### src/rtl/fetch_queue.sv
// fetch_queue: instruction prefetch FIFO between Fetch and Decode, flushable on redirect.
// Latency: 1 cycle push-to-output (0 cycles when FETCH_QUEUE_BYPASS_EN is defined and the queue is empty).
// Backpressure: in_ready drops only when full (never depends on out_ready); out_ready is ignored when empty.
//
// Optional feature macro: FETCH_QUEUE_BYPASS_EN (combinational empty-queue bypass).
//
// Ports:
//   clk        system clock, all state on the rising edge
//   rst        asynchronous active-low reset
//   in_valid / in_ready / in_inst / in_pc     push side (Fetch)
//   out_valid / out_ready / out_inst / out_pc pop side (Decode); outputs are 0 when nothing is valid
//   flush      discard every queued entry; dominates a push or pop in the same cycle
//   count      current occupancy
module fetch_queue #(
  parameter int DEPTH  = 4,
  parameter int DATA_W = 32,
  parameter int PC_W   = 32
) (
  input  logic                       clk,
  input  logic                       rst,
  input  logic                       in_valid,
  output logic                       in_ready,
  input  logic [DATA_W-1:0]          in_inst,
  input  logic [PC_W-1:0]            in_pc,
  output logic                       out_valid,
  input  logic                       out_ready,
  output logic [DATA_W-1:0]          out_inst,
  output logic [PC_W-1:0]            out_pc,
  input  logic                       flush,
  output logic [$clog2(DEPTH+1)-1:0] count
);

  localparam int CNT_W = $clog2(DEPTH + 1);
  localparam int PTR_W = $clog2(DEPTH);
  localparam logic [CNT_W-1:0] CNT_ONE     = CNT_W'(1);
  localparam logic [CNT_W-1:0] CNT_FULL_M1 = CNT_W'(DEPTH - 1);

  typedef struct packed {
    logic [DATA_W-1:0] inst;
    logic [PC_W-1:0]   pc;
  } entry_t;

  typedef enum logic [1:0] {
    ST_EMPTY   = 2'd0,
    ST_PARTIAL = 2'd1,
    ST_FULL    = 2'd2
  } status_t;

  entry_t             r_mem [DEPTH];
  logic [PTR_W-1:0]   r_wr_ptr;
  logic [PTR_W-1:0]   r_rd_ptr;
  logic [CNT_W-1:0]   r_count;
  status_t            r_state;

  status_t            w_state_nxt;
  logic [CNT_W-1:0]   w_count_nxt;
  logic               w_wr;
  logic               w_rd;
  logic               w_bypass_take;
  logic               w_out_vld;
  entry_t             w_head;

  // Flow-control flags come from the status register only, so in_ready has
  // no combinational path from out_ready (no push-through when full).
  assign in_ready = (r_state != ST_FULL);

`ifdef FETCH_QUEUE_BYPASS_EN
  logic w_bypass;
  // Empty queue: hand the incoming entry straight to Decode this cycle.
  assign w_bypass      = (r_state == ST_EMPTY) && in_valid && !flush;
  assign w_bypass_take = w_bypass && out_ready;
`else
  assign w_bypass_take = 1'b0;
`endif

  // A bypassed entry that Decode takes in the same cycle is never stored.
  assign w_wr = in_valid && in_ready && !flush && !w_bypass_take;
  assign w_rd = (r_state != ST_EMPTY) && out_ready && !flush;

  always_comb begin
    w_out_vld = (r_state != ST_EMPTY);
    w_head    = r_mem[r_rd_ptr];
`ifdef FETCH_QUEUE_BYPASS_EN
    if (w_bypass) begin
      w_out_vld = 1'b1;
      w_head    = '{inst: in_inst, pc: in_pc};
    end
`endif
  end

  // Present a NOP (all zero) whenever nothing is valid so stale storage never leaks.
  assign out_valid = w_out_vld;
  assign out_inst  = w_out_vld ? w_head.inst : '0;
  assign out_pc    = w_out_vld ? w_head.pc   : '0;
  assign count     = r_count;

  always_comb begin
    w_count_nxt = r_count;
    if (flush) begin
      w_count_nxt = '0;
    end else begin
      case ({w_wr, w_rd})
        2'b10:   w_count_nxt = r_count + CNT_ONE;
        2'b01:   w_count_nxt = r_count - CNT_ONE;
        default: w_count_nxt = r_count;
      endcase
    end
  end

  // Status tracks occupancy: EMPTY <-> PARTIAL <-> FULL, flush forces EMPTY.
  always_comb begin
    w_state_nxt = r_state;
    if (flush) begin
      w_state_nxt = ST_EMPTY;
    end else begin
      case (r_state)
        ST_EMPTY: begin
          if (w_wr) w_state_nxt = ST_PARTIAL;
        end
        ST_PARTIAL: begin
          if (w_wr && !w_rd && (r_count == CNT_FULL_M1))
            w_state_nxt = ST_FULL;
          else if (w_rd && !w_wr && (r_count == CNT_ONE))
            w_state_nxt = ST_EMPTY;
        end
        ST_FULL: begin
          if (w_rd && !w_wr) w_state_nxt = ST_PARTIAL;
        end
        default: w_state_nxt = ST_EMPTY;
      endcase
    end
  end

  always_ff @(posedge clk or negedge rst) begin
    if (!rst) begin
      r_state  <= ST_EMPTY;
      r_count  <= '0;
      r_wr_ptr <= '0;
      r_rd_ptr <= '0;
    end else begin
      r_state <= w_state_nxt;
      r_count <= w_count_nxt;
      if (flush) begin
        r_wr_ptr <= '0;
        r_rd_ptr <= '0;
      end else begin
        // DEPTH is a power of two, so natural overflow is the modulo wrap.
        if (w_wr) r_wr_ptr <= r_wr_ptr + PTR_W'(1);
        if (w_rd) r_rd_ptr <= r_rd_ptr + PTR_W'(1);
      end
    end
  end

  // Storage needs no reset: an entry is only visible once count covers it.
  always_ff @(posedge clk) begin
    if (w_wr) r_mem[r_wr_ptr] <= '{inst: in_inst, pc: in_pc};
  end

endmodule

### config.mk
export PLATFORM = sky130hd
export DESIGN_NAME = fetch_queue
export DESIGN_NICKNAME = d
export VERILOG_FILES = /design/src/rtl/fetch_queue.sv
export SDC_FILE = /design/constraint.sdc
export NUM_CORES = 1
export LEC_CHECK = 0
export ABC_AREA = 0
export BUFFER_PORTS_ARGS = -buffer_cell sky130_fd_sc_hd__buf_4
export CAP_MARGIN = 20
export CORE_ASPECT_RATIO = 0.7
export CORE_MARGIN = 2
export CORE_UTILIZATION = 31
export CTS_BUF_LIST = sky130_fd_sc_hd__clkbuf_16
export CTS_CLUSTER_SIZE = 24
export DETAILED_ROUTE_END_ITERATION = 6
export GPL_TIMING_DRIVEN = 0
export PLACE_DENSITY_LB_ADDON = 0.25
export SETUP_SLACK_MARGIN = 0.1
export SYNTH_ARGS = -nofsm -noshare
export SYNTH_HDL_FRONTEND = slang
export SYNTH_SLANG_ARGS = --single-unit
export TNS_END_PERCENT = 20
### constraint.sdc
create_clock -name clk -period 3.2 [get_ports clk]
set_input_delay 0.48 -clock clk [delete_from_list [all_inputs] [get_ports clk]]
set_output_delay 0.48 -clock clk [all_outputs]
set_load 0.01 [all_outputs]
==> metrics.md <==
| Metric | Value |
|---|---|
| Outcome | complete, no violations |
| Yosys warnings | 0 |
| GRT overflow | 0 |
| Avg Cell Area, Syn | 21.3 um2 |
| Clk Latency, worst-skew pair | 0.54 ns |
| Total GRT Usage | 12.7% |
| Clk slew on worst S/H paths | 0.06 ns |
| Sink Count | 265 |
| CTS tree | yes |
| Starting DRT DRC Count | 247 |
| Power Density | 610 nW/um2 |
| Setup CP Type | reg -> out |
| Vias per inst | 4.67 |
| Slew Limit Fails | 0 |
| CTS Root Cell | clkbuf_16 |
| EDFF count, synth | 256 |
| Hold WC Path Type | in -> reg |
| Synthesis-to-layout area growth | 24.9% |
| Max Freq | 352 MHz |
| Period utilization | 88.8% |
| TritonRoute pass-1 iters | 5 |
| Critical Path AT | 2.36 ns |
| Routed Antenna Nets | 0 |
| Remaining routing DRC violations | 0 |
| Synth cell types | 32 |
| Dominant synthesized flop cell | edfxtp_1 |
| Synth Register Bits | 265 |
| Post-DP HPWL | 13900 um |
| Post-synth top cells | edfxtp_1, and2_1, mux4_2 |
| Synth Cell Area | 10300 um2 |
| GR Util met2 | 21.6% |
| Top cell type's share of synthesized area | 74.3% |
| Worst rel slew slack | 56.8% |
| Post-Place Cells | 1053 |
| Max Clock Skew | 0.00808 ns |
| IO Pins | 138 |
| Leak pwr | 4.42 nW |
| Total routed wirelength | 21900 um |
| Met3 Use GR | 3.38% |
| Critical path origin | r_state[1] |
| Yosys top cell by area | edfxtp_1 |
| Wire per inst | 19.8 um |
| Crit. End Element | output port |
| H-tree Lvls | 1 |
| Share of cells above drive strength 1 | 39.2% |
| Post-DP Area | 12000 um2 |
| Vias in the first global route | 5573 |
| Rows | 55 |
| Worst IR Drop VDD | 0.000405 V |
| Layout net count | 734 |
| Gpl congestion | 0.773 |
| Post-CTS Setup Inserts | 0 |
| # fillers | 2940 |
| # Max-Cap Violations | 0 |
| Largest net degree at the start of global routing | 34 |
| Final cell count without fillers | 1106 |
| Crit-path max FO | 10 |
| Count leader, synth | edfxtp_1 |
| RSZ-0062 raised after global routing | no |
| Count of final hold-check violations | 0 |
| Startpoint Class | flop |
| Reg2reg start | r_state[1] |
| Syn_nets | 562 |
| Antenna Cells | 0 |
| CTS Buf Count | 28 |
| Top post-synthesis cells by area | edfxtp_1, mux4_2, and2_1 |
| First-pass GRT wire length | 33200 um |
| Hold Path Origin | in_inst[11] |
| Post-synth ARST share | 3.40% |
| Register area share after synthesis | 76.5% |
| Initial Utilization | 31.8% |
| Req. time, crit path | 2.72 ns |
| Least-Margin Pin Slew | 0.649 ns |
| Pwr Total | 7.87 mW |
| Crit path time final | 2.84 ns |
| Die X | 222 um |
| Die height | 157 um |
| PortBufs | 137 |
| Grt met1 use | 16.2% |
| CTS max path bufs | 3 |
| Gate Count Post-Synth | 485 |
| Final setup vio count | 0 |
| Final Cell Area | 12900 um2 |
| Die area | 34900 um2 |
| Vias | 5165 |
| Initial antenna violation count | 2 |
| Gr busiest metal | met2 |
| Core footprint | 32600 um2 |
[timing repair]
action                                  in CTS  in global routing
hold buffers                                 1                  0
endpoints found under the setup margin       0                 30
gates resized for setup                      0                  1
hold endpoints to repair                     9                  0
[where the power goes]
part	total (mW)	leakage (nW)	internal [mW]	switching, mW
Sequential	3.94	2.45	3.91	0.0296
Combinational	0.780	1.52	0.391	0.389
Clock	3.15	0.461	1.87	1.28
[path summary, 6_finish.rpt]
kind / end / slack (ns) / cells past startpoint
worst max-delay path: out_inst[23] / 0.36 / 6
worst min-delay path: r_mem[3][43] / 0.14 / 1
worst max register to register: r_mem[1][58] / 0.72 / 6
worst min register to register: r_wr_ptr[1] / 0.59 / 2
max in group asynchronous: r_wr_ptr[1] / 2.74 / 2
min in group asynchronous: r_state[1] / 0.31 / 2
[registers in the layout (all words and copies together), names as in the netlist]
signal and flops:
r_rd_ptr 2, count 3, r_wr_ptr 2, r_mem 256, r_state 2
[placed cells by master (no fill, tap or decap), types with 6 or more instances in the layout]
cell type  synthesis  final
ha_1               8      8
mux4_2            64     64
nor2_1             8      7
clkinv_1           0      6
clkbuf_1          11     11
dfrtp_1            9      9
buf_4              2    139
nand2_1            6      6
buf_2              8      8
edfxtp_1         256    256
inv_1              6     12
and2_1            69     65
clkbuf_16          0     29
[kinds of logic after synthesis]
| group | Yosys count | synth area share (%) |
|---|---|---|
| flip-flops | 265 | 76.5 |
| AND/OR/NAND/NOR | 95 | 5.43 |
| multiplexers | 65 | 14.0 |
| buffers and inverters | 32 | 1.69 |
| AO/OA/AOI/OAI | 15 | 0.932 |
| adder cells (fa/ha/maj) | 9 | 1.06 |
| XOR/XNOR | 4 | 0.339 |
[through the flow]
stage / utilization [%] / hold WS, ns / TNS, ns / worst slack, ns
floorplan: - / 0.184 / 0 / 0.197
global placement: 36.6 / 0.308 / -339.83 / -1.34
detailed placement: 36.9 / 0.320 / 0 / 0.548
CTS: 39.7 / 0.0990 / 0 / 0.162
global route: 39.7 / 0.104 / 0 / 0.131
finish: 39.7 / 0.136 / 0 / 0.360
[critical path: stages (launching register included)]
cell and delay [ns]:
dfrtp_1 0.43, nor2_2 0.11, inv_1 0.18, buf_2 0.33
clkbuf_1 0.39, and2_1 0.23, buf_4 0.13
[area by class of cell]
cell class                 count  area [um2]  area share [%]
buffer                        26         153            1.18
clock buffer                  29         726            5.62
clock inverter                23         183            1.41
inverter                       6        22.5           0.174
multi-input combinational    188        2270            17.6
sequential                   265        7910            61.3
tap                          427         534            4.14
timing repair buffer         142        1120            8.66
[layer usage]
metal | vias to the layer above | part of all wire [%]
met1 | 2673 | 43
met5 | - | 0.055
met2 | 150 | 49
met3 | 42 | 5.9
li1 | 2298 | -
met4 | 2 | 2.2
Power figures use the tool's default switching activity.
